<file path="config.mk">
export PLATFORM = sky130hd
export DESIGN_NAME = axa_fetch
export DESIGN_NICKNAME = d
export VERILOG_FILES = /design/src/rtl/axa_pkg.sv /design/src/rtl/axa_fetch_fifo.sv /design/src/rtl/axa_fetch.sv
export SDC_FILE = /design/constraint.sdc
export NUM_CORES = 1
export LEC_CHECK = 0
export ABC_CLOCK_PERIOD_IN_PS = 3100
export BUFFER_PORTS_ARGS = -buffer_cell sky130_fd_sc_hd__buf_2
export CORE_MARGIN = 10
export CORE_UTILIZATION = 30
export CTS_CLUSTER_SIZE = 28
export DETAILED_ROUTE_END_ITERATION = 10
export GPL_TIMING_DRIVEN = 0
export PLACE_DENSITY = 0.53
export SLEW_MARGIN = 20
export SYNTH_ARGS = -nofsm -noshare
export SYNTH_HDL_FRONTEND = slang
export SYNTH_SLANG_ARGS = --single-unit
</file>
<file path="constraint.sdc">
create_clock -name clk -period 3.1 [get_ports clk]
set_input_delay 0.62 -clock clk [delete_from_list [all_inputs] [get_ports clk]]
set_output_delay 0.62 -clock clk [all_outputs]
set_load 0.05 [all_outputs]
</file>
<file path="src/rtl/axa_pkg.sv">
// axa_pkg: definitions shared by the AXA fetch unit.
//   WORD          - datapath width (instruction word and PC)
//   OP_*          - 6-bit major opcode constants
//   NOP_INST      - instruction word delivered when the queue is empty
//   fetch_entry_t - one prefetch queue record {inst, pc, lastpc, fwd}
//   step_pc()     - next sequential PC, forward or reverse, wrapping at 2^WORD
package axa_pkg;

    localparam int WORD = 16;

    localparam logic [5:0] OP_ADD  = 6'b000000;
    localparam logic [5:0] OP_SUB  = 6'b000001;
    localparam logic [5:0] OP_LOAD = 6'b010000;
    localparam logic [5:0] OP_STOR = 6'b010001;
    localparam logic [5:0] OP_BRA  = 6'b100000;
    localparam logic [5:0] OP_JMP  = 6'b100001;
    localparam logic [5:0] OP_SYS  = 6'b111000;
    localparam logic [5:0] OP_FAIL = 6'b111001;
    localparam logic [5:0] OP_NOP  = 6'b111010;

    // Opcode in the top six bits, operand field zero-filled.
    localparam logic [WORD-1:0] NOP_INST = {OP_NOP, 10'b00_0000_0000};

    typedef struct packed {
        logic [WORD-1:0] inst;
        logic [WORD-1:0] pc;
        logic [WORD-1:0] lastpc;
        logic            fwd;
    } fetch_entry_t;

    // Value held by every unoccupied queue slot, so an empty head reads NOP.
    localparam fetch_entry_t EMPTY_ENTRY = '{
        inst:   NOP_INST,
        pc:     16'h0000,
        lastpc: 16'h0000,
        fwd:    1'b0
    };

    // Sequential PC step; plain modular add/subtract gives FFFF+1=0000 and 0000-1=FFFF.
    function automatic logic [WORD-1:0] step_pc(input logic [WORD-1:0] pc, input logic fwd);
        logic [WORD-1:0] nxt;
        if (fwd) begin
            nxt = pc + 16'h0001;
        end else begin
            nxt = pc - 16'h0001;
        end
        return nxt;
    endfunction

endpackage

</file>
<file path="src/rtl/axa_fetch_fifo.sv">
// axa_fetch_fifo: shifting prefetch queue whose head is always slot 0.
//   clk, reset      - clock, asynchronous active-low reset
//   push/push_entry - append an entry (ignored when full and not popping)
//   pop             - remove the head (ignored when empty)
//   flush           - discard every entry; takes priority over push
//   head            - slot 0, straight from a register; EMPTY_ENTRY when empty
//   count           - number of occupied slots
module axa_fetch_fifo
    import axa_pkg::*;
#(
    parameter  int DEPTH = 4,
    localparam int CW    = $clog2(DEPTH) + 1
) (
    input  logic         clk,
    input  logic         reset,
    input  logic         push,
    input  fetch_entry_t push_entry,
    input  logic         pop,
    input  logic         flush,
    output fetch_entry_t head,
    output logic [CW-1:0] count
);

    fetch_entry_t    slot_q  [DEPTH];
    fetch_entry_t    slot_d  [DEPTH];
    fetch_entry_t    shift_s [DEPTH];
    logic [CW-1:0]   count_q;
    logic [CW-1:0]   count_d;
    logic [CW-1:0]   widx_s;
    logic            pop_s;
    logic            push_s;

    // Next-state queue contents: shift on pop, write behind the last live slot on push.
    always_comb begin
        pop_s  = pop && (count_q != CW'(0));
        push_s = push && (pop_s || (count_q < CW'(DEPTH)));
        // Unused slots always refill with EMPTY_ENTRY so the head is NOP when empty.
        for (int i = 0; i < DEPTH; i++) begin
            if (pop_s) begin
                shift_s[i] = (i == DEPTH - 1) ? EMPTY_ENTRY : slot_q[(i + 1) % DEPTH];
            end else begin
                shift_s[i] = slot_q[i];
            end
        end
        widx_s = pop_s ? (count_q - CW'(1)) : count_q;
        if (flush) begin
            for (int i = 0; i < DEPTH; i++) begin
                slot_d[i] = EMPTY_ENTRY;
            end
            count_d = CW'(0);
        end else begin
            for (int i = 0; i < DEPTH; i++) begin
                slot_d[i] = (push_s && (widx_s == CW'(i))) ? push_entry : shift_s[i];
            end
            count_d = count_q + CW'(push_s) - CW'(pop_s);
        end
    end

    // Queue storage and occupancy registers.
    always_ff @(posedge clk or negedge reset) begin
        if (!reset) begin
            for (int i = 0; i < DEPTH; i++) begin
                slot_q[i] <= EMPTY_ENTRY;
            end
            count_q <= CW'(0);
        end else begin
            for (int i = 0; i < DEPTH; i++) begin
                slot_q[i] <= slot_d[i];
            end
            count_q <= count_d;
        end
    end

    assign head  = slot_q[0];
    assign count = count_q;

endmodule

</file>
<file path="src/rtl/axa_fetch.sv">
// axa_fetch: instruction prefetch unit with a DEPTH-entry queue.
//   clk, reset                 - clock, asynchronous active-low reset
//   im_rd, im_addr, im_data    - instruction memory port; data returns one cycle after im_rd
//   fwd                        - 1 steps the PC forward, 0 steps it backward
//   redirect, redirect_target  - taken branch/jump: flush queue, kill the read, reload the PC
//   stop                       - stop issuing reads; in-flight data and the queue still drain
//   out_valid, out_ready       - head handshake towards decode
//   out_inst/out_pc/out_lastpc/out_fwd - head entry fields
//   count                      - occupied queue entries
module axa_fetch
    import axa_pkg::*;
#(
    parameter  int          DEPTH    = 4,
    parameter  logic [15:0] RESET_PC = 16'h0000,
    localparam int          CW       = $clog2(DEPTH) + 1
) (
    input  logic          clk,
    input  logic          reset,
    output logic          im_rd,
    output logic [15:0]   im_addr,
    input  logic [15:0]   im_data,
    input  logic          fwd,
    input  logic          redirect,
    input  logic [15:0]   redirect_target,
    input  logic          stop,
    output logic          out_valid,
    input  logic          out_ready,
    output logic [15:0]   out_inst,
    output logic [15:0]   out_pc,
    output logic [15:0]   out_lastpc,
    output logic          out_fwd,
    output logic [CW-1:0] count
);

    logic [15:0]   pc_q, pc_d;
    logic [15:0]   lastpc_q, lastpc_d;
    logic [15:0]   popped_pc_q, popped_pc_d;
    logic          inflight_q, inflight_d;
    logic [15:0]   req_pc_q, req_pc_d;
    logic [15:0]   req_lastpc_q, req_lastpc_d;
    logic          req_fwd_q, req_fwd_d;
    logic [CW:0]   occ_s;
    logic          issue_s;
    logic          pop_s;
    logic          push_s;
    logic [CW-1:0] count_s;
    fetch_entry_t  head_s;
    fetch_entry_t  push_entry_s;

    // Issue/pop/push decisions. An outstanding read already owns a queue slot.
    always_comb begin
        occ_s   = {1'b0, count_s} + {{CW{1'b0}}, inflight_q};
        issue_s = reset && !stop && !redirect && (occ_s < (CW + 1)'(DEPTH));
        pop_s   = out_valid && out_ready;
        // A redirect kills the read whose data is on im_data this cycle.
        push_s  = inflight_q && !redirect;
        push_entry_s = '{inst: im_data, pc: req_pc_q, lastpc: req_lastpc_q, fwd: req_fwd_q};
    end

    // Next PC, lastpc and the attributes captured with each issued read.
    always_comb begin
        pc_d         = pc_q;
        lastpc_d     = lastpc_q;
        req_pc_d     = req_pc_q;
        req_lastpc_d = req_lastpc_q;
        req_fwd_d    = req_fwd_q;
        inflight_d   = issue_s;
        popped_pc_d  = pop_s ? head_s.pc : popped_pc_q;
        if (redirect) begin
            pc_d = redirect_target;
            // A pop on the same edge is the most recent one, so its pc wins.
            lastpc_d = pop_s ? head_s.pc : popped_pc_q;
        end else if (issue_s) begin
            pc_d = step_pc(pc_q, fwd);
        end else begin
            pc_d = pc_q;
        end
        if (issue_s) begin
            req_pc_d     = pc_q;
            req_lastpc_d = lastpc_q;
            req_fwd_d    = fwd;
        end else begin
            req_pc_d     = req_pc_q;
            req_lastpc_d = req_lastpc_q;
            req_fwd_d    = req_fwd_q;
        end
    end

    // Fetch-control state registers.
    always_ff @(posedge clk or negedge reset) begin
        if (!reset) begin
            pc_q         <= RESET_PC;
            lastpc_q     <= 16'h0000;
            popped_pc_q  <= 16'h0000;
            inflight_q   <= 1'b0;
            req_pc_q     <= 16'h0000;
            req_lastpc_q <= 16'h0000;
            req_fwd_q    <= 1'b0;
        end else begin
            pc_q         <= pc_d;
            lastpc_q     <= lastpc_d;
            popped_pc_q  <= popped_pc_d;
            inflight_q   <= inflight_d;
            req_pc_q     <= req_pc_d;
            req_lastpc_q <= req_lastpc_d;
            req_fwd_q    <= req_fwd_d;
        end
    end

    axa_fetch_fifo #(.DEPTH(DEPTH)) u_fifo (
        .clk        (clk),
        .reset      (reset),
        .push       (push_s),
        .push_entry (push_entry_s),
        .pop        (pop_s),
        .flush      (redirect),
        .head       (head_s),
        .count      (count_s)
    );

    assign im_rd      = issue_s;
    assign im_addr    = pc_q;
    assign count      = count_s;
    assign out_valid  = (count_s != CW'(0));
    assign out_inst   = head_s.inst;
    assign out_pc     = head_s.pc;
    assign out_lastpc = head_s.lastpc;
    assign out_fwd    = head_s.fwd;

endmodule
</file>
==> impl_results.md <==
- PnR Total Power: 11.1 mW
- Master cell of the clock root buffer: sky130_fd_sc_hd__clkbuf_16
- Status: finished, final reports clean
- Remaining global-route overflow: 0
- Effective utilization at floorplan: 0.305
- Share of cells above drive strength 1: 0.176
- DR vias: 10800
- IO Port Bufs: 106
- Initial antenna violation count: 1
- Via-per-instance ratio: 4.98
- Final layout net count: 1619
- Post-layout worst setup margin: 0.171 ns
- Weighted congestion reported at the end of routability-driven placement: 0.828
- Height of the chip: 230 µm
- Count of state elements after synthesis: 281
- Worst slew slack as a fraction of its limit: 0.431
- Number of library cell types mapped by synthesis: 51
- Endpoint of the worst register-to-register path: u_fifo.count[2]
- Most common cell after layout, fill and taps aside: sky130_fd_sc_hd__nand2_1
- Area share of the largest cell type after synthesis: 0.501
- Required time of the critical path: 2.48 ns
- Min-delay worst type: primary input to async pin
- Total non-filler cell area in the finished layout: 0.0158 mm²
- Syn Std Cell Area: 0.0132 mm²
- Instance count of the mapped netlist: 1412
- Fraction of synthesis flops using an asynchronous set or reset pin: 1.00
- Number of buffers inserted during clock tree synthesis: 34
- Count of antenna-violating nets left after detailed routing: 0
- Net Count, Synth: 1469
- Clock-pin slew reported for the worst setup and hold paths after clock tree synthesis: 0.06 ns
- DP Area: 0.0146 mm²
- # Max-Cap Violations: 0
- Htree depth: 2
- Maximum VDD drop: 0.000395 V
- Mean routed wirelength per cell: 18.7 µm
- Reg2Reg Launch Point: u_fifo.count[0]
- Maximum number of pins on one net before global-route repair: 94
- Endpoint type of the worst setup path: primary output
- Number of global-route vias before repair: 11200
- Depth of the worst register-to-register path: 11
- Avg Inst Size Synth: 9.38 µm²
- Core region area: 0.0434 mm²
- Area growth from synthesis to layout: 19.0%
- Global-route wire length before repair: 64800 µm
- Post-Route Hold Slack: 0.0532 ns
- Count of flip-flops with a built-in enable after synthesis: 0
- Fillers: 4501
- Number of remaining DRC errors: 0
- Total of endpoints with negative setup slack in the final report: 0
- Estimated wirelength of the detail-placed design: 29800 µm
- Layout Skew: 0.0243 ns
- Horizontal extent of the die: 230 µm
- Actual slew at the worst max-slew pin: 0.854 ns
- Arr. time, crit path: 2.31 ns
- Total leakage power: 7.10 nW
- Final hold violation count: 0
- Clk sinks: 281
- Setup repair after global routing missed its margin: no
- Fmax achieved: 341 MHz
- Count of final max-slew check failures: 0
- Clock tree from TritonCTS: yes
- Most area-consuming cells after synthesis: sky130_fd_sc_hd__dfrtp_1 (50%), sky130_fd_sc_hd__nand2_1 (13%), sky130_fd_sc_hd__a311oi_1 (6.3%)
- Crit path largest cell delay: 0.47 ns
- Post-Place Setup Slack: -0.303 ns
- Highest-count cells in the layout ignoring fill and taps: sky130_fd_sc_hd__nand2_1 (458), sky130_fd_sc_hd__dfrtp_1 (265), sky130_fd_sc_hd__nor2_1 (166)
- Drt first pass iters: 5
- DRT Wirelength: 40600 µm
- Sequential cell area fraction in the yosys report: 0.533
- Max clock buf depth: 3
- Cells along the critical path: ha_1 -> o211a_1 -> o22ai_1 -> nand3_4 -> clkinv_8 -> buf_4
- Termination of the worst setup path: im_rd
- Master of the slowest instance on the critical path: sky130_fd_sc_hd__dfrtp_1
- Power per Cell Area: 703 mW/mm²
- Later-pin clock latency in the skew report: 0.52 ns
- Launch point of the critical path: u_fifo.count[1]
- Warnings from Yosys: 0
- Number of placed I/O pins: 108
- Die Area: 0.0529 mm²
- Initial drt markers: 743
- Most frequently used flop master after synthesis: sky130_fd_sc_hd__dfrtp_1
- Biggest area consumer among synthesized cells: sky130_fd_sc_hd__dfrtp_1
- Maximum fanout encountered on the critical timing path: 19
- Total track usage: 0.152
- Number of placement rows: 76
- Setup slack of the most critical reg-to-reg path: 0.20 ns
- Final cycle utilization of the critical path: 0.945
- Final Core Density: 0.363
- Critical Path Source Type: flop
- Minimum period implied by the final worst setup slack: 2.93 ns
- Type of the worst setup path: flop to primary output
## worst min path at each step
stage               slack, ns             end
finish                   0.05  u_fifo.head[8]
global route             0.09  u_fifo.head[8]
CTS                      0.07  u_fifo.head[8]
detailed placement       0.46  popped_pc_q[2]
global placement         0.45  popped_pc_q[9]
floorplan                0.32      im_addr[0]
## cell type report
| class | instances | area (µm²) | area share |
|---|---|---|---|
| Sequential cell | 281 | 7050 | 0.448 |
| Antenna cell | 1 | 2.50 | 0.000159 |
| Timing Repair Buffer | 115 | 683 | 0.0434 |
| Clock buffer | 49 | 967 | 0.0614 |
| Buffer | 109 | 513 | 0.0326 |
| Inverter | 16 | 72.6 | 0.00461 |
| Clock inverter | 13 | 96.3 | 0.00612 |
| Multi-Input combinational cell | 1005 | 5630 | 0.358 |
| Tap cell | 585 | 732 | 0.0465 |
## sequential cells by signal, indices dropped and copies added, names as in the netlist
signal	cells
inflight_q	1
u_fifo.count	3
req_pc_q	16
req_fwd_q	1
u_fifo.head	49
lastpc_q	16
im_addr	16
u_fifo.slot_q	147
popped_pc_q	16
req_lastpc_q	16
## synth_stat cells, types with 2 or more instances
| master | number |
|---|---|
| sky130_fd_sc_hd__fa_1 | 2 |
| sky130_fd_sc_hd__o22a_1 | 4 |
| sky130_fd_sc_hd__xor2_1 | 2 |
| sky130_fd_sc_hd__a311oi_1 | 95 |
| sky130_fd_sc_hd__or3_1 | 4 |
| sky130_fd_sc_hd__o221ai_1 | 2 |
| sky130_fd_sc_hd__a21oi_1 | 18 |
| sky130_fd_sc_hd__o21bai_1 | 2 |
| sky130_fd_sc_hd__nand3_1 | 19 |
| sky130_fd_sc_hd__buf_4 | 2 |
| sky130_fd_sc_hd__o211a_1 | 2 |
| sky130_fd_sc_hd__nand2b_1 | 16 |
| sky130_fd_sc_hd__nor3_1 | 2 |
| sky130_fd_sc_hd__and2_1 | 3 |
| sky130_fd_sc_hd__a311oi_2 | 40 |
| sky130_fd_sc_hd__nand2_1 | 458 |
| sky130_fd_sc_hd__buf_6 | 6 |
| sky130_fd_sc_hd__inv_1 | 15 |
| sky130_fd_sc_hd__xnor2_1 | 11 |
| sky130_fd_sc_hd__o21ai_0 | 39 |
| sky130_fd_sc_hd__dfstp_2 | 16 |
| sky130_fd_sc_hd__a22o_1 | 46 |
| sky130_fd_sc_hd__a21o_1 | 3 |
| sky130_fd_sc_hd__a22oi_1 | 11 |
| sky130_fd_sc_hd__buf_2 | 34 |
| sky130_fd_sc_hd__dfrtp_1 | 265 |
| sky130_fd_sc_hd__ha_1 | 17 |
| sky130_fd_sc_hd__mux2i_1 | 2 |
| sky130_fd_sc_hd__nor2b_1 | 3 |
| sky130_fd_sc_hd__a221o_1 | 2 |
| sky130_fd_sc_hd__clkbuf_1 | 65 |
| sky130_fd_sc_hd__nor2_1 | 166 |
| sky130_fd_sc_hd__buf_1 | 3 |
| sky130_fd_sc_hd__a31oi_1 | 20 |
## logic make-up after synthesis
family / share of synthesized area
DFF: 0.533
adders and majority gates: 0.0191
AOI/OAI and AO/OA: 0.189
buffers and inverters: 0.0429
muxes: 0.00406
xor gates and xnor gates: 0.00860
and+or+nand+nor: 0.204
## critical path: cells and delay by family (launching register included)
family          cells  cell delay [ns]
simple gates        1             0.19
flops               1             0.47
fa+ha+maj           1             0.25
buf+inv             2             0.38
compound gates      2             0.48
## metrics by stage
step,setup TNS (ns),instances
after floorplan,0,1412
after global placement,-1438.56,2103
after detailed placement,-0.380,2106
after CTS,0,2167
after global routing,0,2173
final,0,2174
## where the power goes
group	switching, mW	internal, mW
clock	1.63	2.19
combinational	1.92	0.756
sequential	0.458	4.12
## routing by layer
metal / wire length, µm / global-route usage / share of wire / up-vias
li1: - / - / - / 5223
met1: 19500 / 0.209 / 0.48 / 5341
met2: 19000 / 0.248 / 0.47 / 213
met3: 1460 / 0.0228 / 0.036 / 51
met4: 686 / 0.0341 / 0.017 / 2
met5: 13 / 0 / 0.00032 / -
## timing repair
action,in CTS,in global routing
endpoints found under the setup margin,3,59
buffers inserted,0,6
hold buffers,0,0
resized for setup,6,7
pin swaps,0,2
Note: power is estimated with default switching activity, not from simulation.
